**src/rtl/router_pkg.sv**
```systemverilog
// ============================================================================
// Module      : router_pkg
// Description : Shared types and helpers for the router output-port slice.
// Revision    : 1.0 - initial release
// ============================================================================
`default_nettype none

package router_pkg;

  typedef enum logic [0:0] {
    IDLE   = 1'b0,
    LOCKED = 1'b1
  } port_state_t;

  // Flit control fields sit at the top of the flit, whatever its width.
  function automatic int head_bit(input int flit_w);
    return flit_w - 1;
  endfunction

  function automatic int tail_bit(input int flit_w);
    return flit_w - 2;
  endfunction

  function automatic int clog2(input int value);
    int w;
    w = 0;
    for (int v = value - 1; v > 0; v = v >> 1) begin
      w = w + 1;
    end
    return w;
  endfunction

endpackage

`default_nettype wire

```
**src/rtl/router_rr_arbiter.sv**
```systemverilog
// ============================================================================
// Module      : router_rr_arbiter
// Description : Combinational round-robin pick of the first request at or
//               after the pointer, searching cyclically.
// Revision    : 1.0 - initial release
// ============================================================================
`default_nettype none

module router_rr_arbiter
  import router_pkg::*;
#(
  parameter int NUM_IN = 4,
  parameter int PTR_W  = clog2(NUM_IN)
) (
  input  logic [NUM_IN-1:0] i_req,
  input  logic [PTR_W-1:0]  i_ptr,
  output logic [NUM_IN-1:0] o_grant,
  output logic [PTR_W-1:0]  o_grant_idx
);

  logic [PTR_W:0]   w_sum;
  logic [PTR_W-1:0] w_idx;
  logic             w_found;

  always_comb begin
    o_grant     = '0;
    o_grant_idx = '0;
    w_found     = 1'b0;
    w_sum       = '0;
    w_idx       = '0;
    for (int k = 0; k < NUM_IN; k++) begin
      w_sum = {1'b0, i_ptr} + (PTR_W+1)'(k);
      if (w_sum >= (PTR_W+1)'(NUM_IN)) begin
        w_sum = w_sum - (PTR_W+1)'(NUM_IN);
      end
      w_idx = w_sum[PTR_W-1:0];
      if (!w_found && i_req[w_idx]) begin
        w_found        = 1'b1;
        o_grant[w_idx] = 1'b1;
        o_grant_idx    = w_idx;
      end
    end
  end

endmodule

`default_nettype wire

```
**src/rtl/router_out_port_ctrl.sv**
```systemverilog
// ============================================================================
// Module      : router_out_port_ctrl
// Description : Router output port: round-robin wormhole arbitration,
//               credit-gated forwarding and a registered flit output.
// Revision    : 1.0 - initial release
// ============================================================================
`default_nettype none

module router_out_port_ctrl
  import router_pkg::*;
#(
  parameter int NUM_IN  = 4,
  parameter int FLIT_W  = 32,
  parameter int CREDITS = 4
) (
  input  logic                     clk,
  input  logic                     reset,
  input  logic [NUM_IN-1:0]        in_valid,
  input  logic [NUM_IN*FLIT_W-1:0] in_data,
  output logic [NUM_IN-1:0]        in_ready,
  input  logic                     credit_in,
  output logic                     out_valid,
  output logic [FLIT_W-1:0]        out_data,
  output logic                     credit_err
);

  localparam int c_ptr_w    = clog2(NUM_IN);
  localparam int c_cnt_w    = clog2(CREDITS + 1);
  localparam int c_tail_bit = tail_bit(FLIT_W);
  localparam logic [c_cnt_w-1:0] c_full = c_cnt_w'(CREDITS);

  port_state_t          r_state, w_state_nxt;
  logic [c_ptr_w-1:0]   r_ptr, r_owner, w_sel, w_grant_idx, w_ptr_inc;
  logic [c_cnt_w-1:0]   r_credits;
  logic                 r_credit_err;
  logic [NUM_IN-1:0]    w_grant, w_owner_oh, w_ready;
  logic [FLIT_W-1:0]    w_flit;
  logic                 w_xfer, w_tail, w_cred_ok;

  router_rr_arbiter #(
    .NUM_IN (NUM_IN),
    .PTR_W  (c_ptr_w)
  ) u_arb (
    .i_req       (in_valid),
    .i_ptr       (r_ptr),
    .o_grant     (w_grant),
    .o_grant_idx (w_grant_idx)
  );

  generate
    for (genvar i = 0; i < NUM_IN; i++) begin : g_owner_oh
      assign w_owner_oh[i] = (r_owner == c_ptr_w'(i));
    end
  endgenerate

  // Readiness depends only on registered credits, never on credit_in.
  assign w_cred_ok = (r_credits != '0);

  always_comb begin
    w_ready = '0;
    w_sel   = r_owner;
    case (r_state)
      IDLE: begin
        w_sel   = w_grant_idx;
        w_ready = w_cred_ok ? w_grant : '0;
      end
      LOCKED: begin
        w_ready = w_cred_ok ? w_owner_oh : '0;
      end
      default: ;
    endcase
  end

  always_comb begin
    w_flit = '0;
    for (int i = 0; i < NUM_IN; i++) begin
      if (w_sel == c_ptr_w'(i)) begin
        w_flit = in_data[i*FLIT_W +: FLIT_W];
      end
    end
  end

  assign w_xfer    = |(in_valid & w_ready);
  assign w_tail    = w_flit[c_tail_bit];
  assign w_ptr_inc = (w_sel == c_ptr_w'(NUM_IN - 1)) ? '0 : w_sel + 1'b1;

  always_comb begin
    w_state_nxt = r_state;
    case (r_state)
      IDLE:    if (w_xfer && !w_tail) w_state_nxt = LOCKED;
      LOCKED:  if (w_xfer && w_tail)  w_state_nxt = IDLE;
      default: w_state_nxt = IDLE;
    endcase
  end

  always_ff @(posedge clk or posedge reset) begin
    if (reset) r_state <= IDLE;
    else       r_state <= w_state_nxt;
  end

  always_ff @(posedge clk or posedge reset) begin
    if (reset) begin
      r_ptr        <= '0;
      r_owner      <= '0;
      r_credits    <= c_full;
      r_credit_err <= 1'b0;
      out_valid    <= 1'b0;
      out_data     <= '0;
    end else begin
      out_valid <= w_xfer;
      if (w_xfer) out_data <= w_flit;
      if (w_xfer && (r_state == IDLE) && !w_tail) r_owner <= w_grant_idx;
      if (w_xfer && w_tail) r_ptr <= w_ptr_inc;
      // A return and a spend in the same cycle cancel out.
      case ({w_xfer, credit_in})
        2'b10: r_credits <= r_credits - 1'b1;
        2'b01: begin
          if (r_credits == c_full) r_credit_err <= 1'b1;
          else                     r_credits    <= r_credits + 1'b1;
        end
        default: ;
      endcase
    end
  end

  assign in_ready   = w_ready;
  assign credit_err = r_credit_err;

endmodule

`default_nettype wire

```
**config.mk**
```make
export PLATFORM = sky130hd
export DESIGN_NAME = router_out_port_ctrl
export DESIGN_NICKNAME = d
export VERILOG_FILES = /design/src/rtl/router_pkg.sv /design/src/rtl/router_rr_arbiter.sv /design/src/rtl/router_out_port_ctrl.sv
export SDC_FILE = /design/constraint.sdc
export NUM_CORES = 1
export LEC_CHECK = 0
export BUFFER_PORTS_ARGS = -buffer_cell sky130_fd_sc_hd__buf_2
export CELL_PAD_IN_SITES_DETAIL_PLACEMENT = 0
export CELL_PAD_IN_SITES_GLOBAL_PLACEMENT = 2
export CORE_ASPECT_RATIO = 0.75
export CORE_MARGIN = 1.5
export CORE_UTILIZATION = 27
export CTS_BUF_LIST = sky130_fd_sc_hd__clkbuf_8 sky130_fd_sc_hd__clkbuf_16
export DETAILED_ROUTE_END_ITERATION = 12
export PLACE_DENSITY = 0.95
export REMOVE_ABC_BUFFERS = 1
export SLEW_MARGIN = 5
export SYNTH_ARGS = -nofsm -noshare
export SYNTH_HDL_FRONTEND = slang
export SYNTH_HIERARCHICAL = 1
export SYNTH_SLANG_ARGS = --single-unit
```
**constraint.sdc**
```tcl
create_clock -name clk -period 6.8 [get_ports clk]
set_input_delay 1.36 -clock clk [delete_from_list [all_inputs] [get_ports clk]]
set_output_delay 1.36 -clock clk [all_outputs]
set_load 0.02 [all_outputs]
```
==> results of run 1 <==
worst min-delay path by stage:
stage / start / end / depth (start not counted)
after global routing: out_data[21] / out_data[21] / 2
after CTS: out_data[21] / out_data[21] / 2
final: out_data[21] / out_data[21] / 2
after floorplan: r_owner[1] / r_owner[1] / 1
after global placement: out_data[21] / out_data[21] / 2
after detailed placement: out_data[21] / out_data[21] / 2
cell type report:
class                      instances  share of cell area (%)
clock buffer                       6                    3.05
clock inverter                     2                   0.165
sequential                        42                    23.1
tap                              166                    4.56
multi-input combinational        340                    48.8
inverter                           9                   0.742
timing repair buffer             176                    19.6
cells by family after synthesis:
| group | synth area share [%] |
|---|---|
| AND/OR/NAND/NOR | 27.0 |
| AO/OA/AOI/OAI | 25.9 |
| buffers and inverters | 6.56 |
| flip-flops | 30.1 |
| multiplexers | 6.09 |
| adder cells (fa/ha/maj) | 3.80 |
| XOR/XNOR | 0.502 |
synthesized netlist by cell type (all sizes together) (9+ instances only):
library cell,n
nor2b,63
nand2,48
o21ai,42
dfrtp,41
a21oi,38
nor3,33
a221oi,31
clkbuf,24
buf,18
nor2,11
ha,9
inv,9
flip-flops by register name, summed over array words and instances, names as in the netlist, named ones only:
signal	cells
out_data	32
credit_err	1
out_valid	1
r_owner	2
r_credits	3
r_ptr	2
cell usage in the layout (no fill, tap or decap), types with 3 or more instances in the layout:
cell type	count
a21oi_1	38
a221o_2	4
a221oi_1	31
buf_2	172
buf_4	4
clkbuf_16	5
dfrtp_1	41
ha_1	6
ha_2	3
inv_1	9
mux2_1	3
mux2i_1	7
mux4_2	3
nand2_1	48
nand2b_1	7
nor2_1	10
nor2b_1	62
nor3_1	33
o21ai_0	14
o21ai_1	28
power by group through the flow:
stage	registers (mW)	clock network (mW)	logic, mW
2_1_floorplan	0.589	0	1.45
3_3_place_gp	0.494	0	2.05
3_5_place_dp	0.500	0	2.13
4_1_cts	0.498	0.246	2.13
5_1_grt	0.519	0.257	2.38
6_report	0.497	0.235	2.11
critical path, stage by stage, from the launching register on:
cell,delay [ns]
dfrtp_1,0.75
inv_1,0.18
ha_1,0.48
mux4_2,0.41
inv_1,0.11
nor2_1,0.05
o31a_1,0.25
mux2_2,0.31
inv_1,0.09
ha_2,0.86
a21oi_1,0.17
a22o_1,0.29
or3_4,0.40
mux2_4,0.30
routing by layer:
metal  vias to the layer above  part of all wire [%]  wire length [µm]
met1                      1719                    47              5000
met3                         6                   7.6               816
li1                       1839                     -                 -
met2                       142                    45              4820
met5                         -                     0                 0
met4                         0                  0.48                51
==> results.json, run 1 <==
{
  "ios": 173,
  "path_clk_slew_ns": 0.06,
  "setup_viol": 0,
  "clock_latency_ns": 0.28,
  "synth_warnings": 6,
  "cts_resized": 0,
  "clock_skew_ns": 0.00410,
  "cts_buffers": 5,
  "sw_frac_of_total_pct": 51.9,
  "cap_violations": 0,
  "end_kind": "flip-flop",
  "nets": 719,
  "max_freq_mhz": 210,
  "r2r_end": "r_owner[1]",
  "holdWs_ns": 0.475,
  "h-tree-depth": 2,
  "routed_wl_um": 10700,
  "grt_pass1_vias": 3454,
  "drc": 0,
  "leakagePower_nw": 2.14,
  "track_usage_pct": 15.3,
  "status": "completed",
  "syn_inst": 433,
  "fin_tns_setup_ns": 0,
  "grt.met2_usage_pct": 25.0,
  "hp-class": "flip-flop to flip-flop",
  "via_per_inst": 5.00,
  "critPathKind": "flip-flop to flip-flop",
  "cts_sinks": 42,
  "register_area_um2": 1050,
  "place_inst": 733,
  "antenna_found_initial": 0,
  "seqPwrFrac_pct": 17.5,
  "cp_max_fo": 64,
  "finalCritPeriodShare_pct": 70.2,
  "postCtsHoldBufs": 0,
  "rsz0062_at_grt": "no",
  "gr-usage-met1_pct": 21.3,
  "vias": 3706,
  "synth-seq-cells": 42,
  "fillers": 1308,
  "routedWlPerCell_um": 14.4,
  "ctsLongestPathBuffers": 2,
  "crit_start": "r_ptr[0]",
  "synthTopCellsByArea": "dfrtp_1 (29%), nor2b_1 (11%), a221oi_1 (7.8%)",
  "cts_tree": "done",
  "fin_ws_ns": 2.03,
  "use_met3_pct": 3.30,
  "synth_edf_count": 0,
  "power.total_mw": 2.84,
  "grt-busiest-layer": "met2",
  "r2r_slack_ns": 2.03,
  "overflow": 0,
  "grt_max_degree": 65,
  "finalHoldViolCount": 0,
  "grt_pass1_wl_um": 17100,
  "utilization_pct": 36.6,
  "tightest_slew_ns": 1.06,
  "drive_gt1_share_pct": 35.7,
  "final_area_um2": 4560,
  "num_rows": 35,
  "regToRegStartpoint": "r_ptr[0]",
  "ff2ff_path_depth": 13,
  "stdcell_count": 741,
  "dieWidth_um": 134,
  "required_ns": 6.96,
  "ys_async_sr_fraction_pct": 100,
  "yosysTopAreaCellShare_pct": 29.4,
  "area_delta_synth_final_pct": 30.5,
  "vdd_drop_max_mv": 0.238,
  "cp-endpoint": "r_owner[1]",
  "portBuffers": 172,
  "start_util_pct": 28.1,
  "dp_hpwl_um": 7880,
  "synth.largest_area_cell": "dfrtp_1",
  "synth_area_um2": 3490,
  "combPwrFrac_pct": 74.2,
  "ant_nets": 0,
  "die_h_um": 101,
  "maxSlewViolCount": 0,
  "drt-pass1-iter-count": 4,
  "clockRootBuffer": "clkbuf_16",
  "first_iter_violations": 157,
  "p_per_area_nw_per_um2": 623,
  "critPathArrivalTime_ns": 4.93,
  "place_ws_ns": 1.70,
  "p_int_mw": 1.36,
  "post-cts-setup-buffers": 0,
  "seq_area_frac_synth_pct": 30.1,
  "syn_avg_cell_area_um2": 8.06,
  "n_antenna_cell": 0,
  "dieArea_um2": 13600,
  "startpoint_type": "flip-flop",
  "multi_input_area_um2": 2220,
  "ys.flop_type": "dfrtp_1",
  "coreArea_um2": 12400,
  "power_frac_clock_pct": 8.3,
  "synthDistinctLibCells": 57,
  "placed_cell_area_um2": 4410,
  "fin_crit_ns": 4.77,
  "relSlewSlack_pct": 29.5,
  "power_switching_mw": 1.47,
  "gp_congestion": 0.799
}
No activity file was read; power rests on OpenSTA's default activity.
==> run 2: changes to the inputs <==
- CORE_UTILIZATION: 27 -> 25
- PLACE_DENSITY: 0.95 -> 0.91
- clock period: 6.8 -> 4.4 ns (I/O delays scaled with it)
==> run 2 against run 1 <==
Effect of this change: the run now ends with DRC left; design area is 1.3% higher; clock skew hardly changed; worst hold slack better by 0.0027 ns; largest power group unchanged.
==> results.json, run 2 (synthesized netlist as in run 1, its figures left out) <==
{
  "area_delta_synth_final_pct": 32.2,
  "h-tree-depth": 2,
  "post-cts-setup-buffers": 0,
  "die_h_um": 105,
  "fin_crit_ns": 3.94,
  "grt_max_degree": 63,
  "relSlewSlack_pct": 40.1,
  "cp_max_fo": 14,
  "cts_tree": "done",
  "top_regs": "out_data x32, r_credits x3",
  "routedWlPerCell_um": 13.0,
  "leakagePower_nw": 2.17,
  "grt_pass1_wl_um": 16000,
  "ant_nets": 0,
  "gp_congestion": 0.858,
  "dp_hpwl_um": 7660,
  "fin_ws_ns": 0.459,
  "dieArea_um2": 14700,
  "clock_latency_ns": 0.28,
  "setup_viol": 0,
  "grt_pass1_vias": 3266,
  "power_frac_clock_pct": 8.3,
  "final_cell_mix": "buf_2 (172), nor2b_1 (62), nand2_1 (48), dfrtp_1 (41), a21oi_1 (38)",
  "hp-class": "flip-flop to flip-flop",
  "violations": "DRC",
  "seqPwrFrac_pct": 17.0,
  "num_rows": 37,
  "sw_frac_of_total_pct": 50.8,
  "ios": 173,
  "mostFrequentLayoutCell": "buf_2",
  "required_ns": 4.60,
  "nets": 725,
  "drt-pass1-iter-count": 8,
  "end_kind": "flip-flop",
  "via_per_inst": 4.76,
  "maxSlewViolCount": 0,
  "cts_resized": 0,
  "place_ws_ns": 0.376,
  "p_int_mw": 2.15,
  "clockRootBuffer": "clkbuf_16",
  "max_freq_mhz": 254,
  "start_util_pct": 25.6,
  "routed_wl_um": 9840,
  "antenna_found_initial": 0,
  "postCtsHoldBufs": 0,
  "vdd_drop_max_mv": 0.488,
  "place_inst": 748,
  "vias": 3600,
  "overflow": 0,
  "p_per_area_nw_per_um2": 945,
  "portBuffers": 172,
  "clock_skew_ns": 0.00459,
  "stdcell_count": 756,
  "power_switching_mw": 2.22,
  "dieWidth_um": 139,
  "coreArea_um2": 13700,
  "tightest_slew_ns": 0.897,
  "status": "finished, violations left",
  "startpoint_type": "flip-flop",
  "cts_sinks": 42,
  "cts_buffers": 5,
  "combPwrFrac_pct": 74.7,
  "finalCritPeriodShare_pct": 89.6,
  "critPathArrivalTime_ns": 4.14,
  "path_clk_slew_ns": 0.06,
  "critPathKind": "flip-flop to flip-flop",
  "fin_tns_setup_ns": 0,
  "ctsLongestPathBuffers": 2,
  "regMostFlops": "out_data",
  "first_iter_violations": 168,
  "largest_reg_flops": 32,
  "rsz0062_at_grt": "no",
  "finalHoldViolCount": 0,
  "drc": 12,
  "drive_gt1_share_pct": 36.5,
  "cap_violations": 0,
  "utilization_pct": 33.8,
  "n_antenna_cell": 0,
  "track_usage_pct": 13.3
}
[run 2: cell count changes in the layout (fill, tap and decap cells not counted)]
cell      previous run  this run
buf_4                4        10
clkinv_2             0         1
inv_1                9         8
[run 2: worst paths after layout]
check / end / startpoint / cells after the start / slack (ns)
worst max-delay path: r_credits[2] / r_ptr[1] / 14 / 0.46
worst min-delay path: out_data[23] / out_data[23] / 2 / 0.48
worst max register to register: r_credits[2] / r_ptr[1] / 14 / 0.46
worst min register to register: out_data[23] / out_data[23] / 2 / 0.48
max in group asynchronous: out_data[14] / reset / 2 / 3.03
min in group asynchronous: out_data[23] / reset / 2 / 0.80
[run 2: routing by layer]
metal	GRT usage (%)	vias to the layer above	share of wire [%]
met5	0	-	0
met4	2.51	0	0.41
met3	3.27	2	6.9
met2	22.7	98	48
met1	17.2	1645	45
li1	-	1855	-
[run 2: critical path: stages (launching register included)]
cell and delay [ns]:
dfrtp_1 0.62, inv_1 0.12, ha_1 0.43, mux4_2 0.40, or2_4 0.29, nor2b_4 0.14, a221o_2 0.17, a22oi_1 0.08
a21oi_1 0.46, o21bai_4 0.14, nand2_1 0.10, fa_1 0.20, nand2_1 0.09, o311ai_0 0.26, or3b_1 0.38
[run 2: cell type report]
type	count	area (µm²)
well taps	175	219
clock inverters	2	8.76
multi-input cells	340	2220
clock buffers	6	139
fillers	1458	9040
inverters	9	33.8
repair buffers	182	936
flip-flops and latches	42	1050
[run 2: power by group through the flow]
| stage | logic, mW | registers, mW | clock network [mW] |
|---|---|---|---|
| detailed placement | 3.30 | 0.747 | 0 |
| CTS | 3.30 | 0.743 | 0.380 |
| global placement | 3.21 | 0.740 | 0 |
| floorplan | 2.25 | 0.911 | 0 |
| global route | 3.71 | 0.773 | 0.398 |
| finish | 3.26 | 0.740 | 0.362 |
[run 2: per-stage QoR]
stage / cell area [µm²] / power, mW / hold WS [ns]
4_1_cts: 4610 / 4.42 / 0.482
2_1_floorplan: 3300 / 3.16 / 0.572
3_5_place_dp: 4470 / 4.04 / 0.469
3_3_place_gp: 4470 / 3.95 / 0.461
5_1_grt: 4610 / 4.88 / 0.499
6_report: 4610 / 4.36 / 0.477
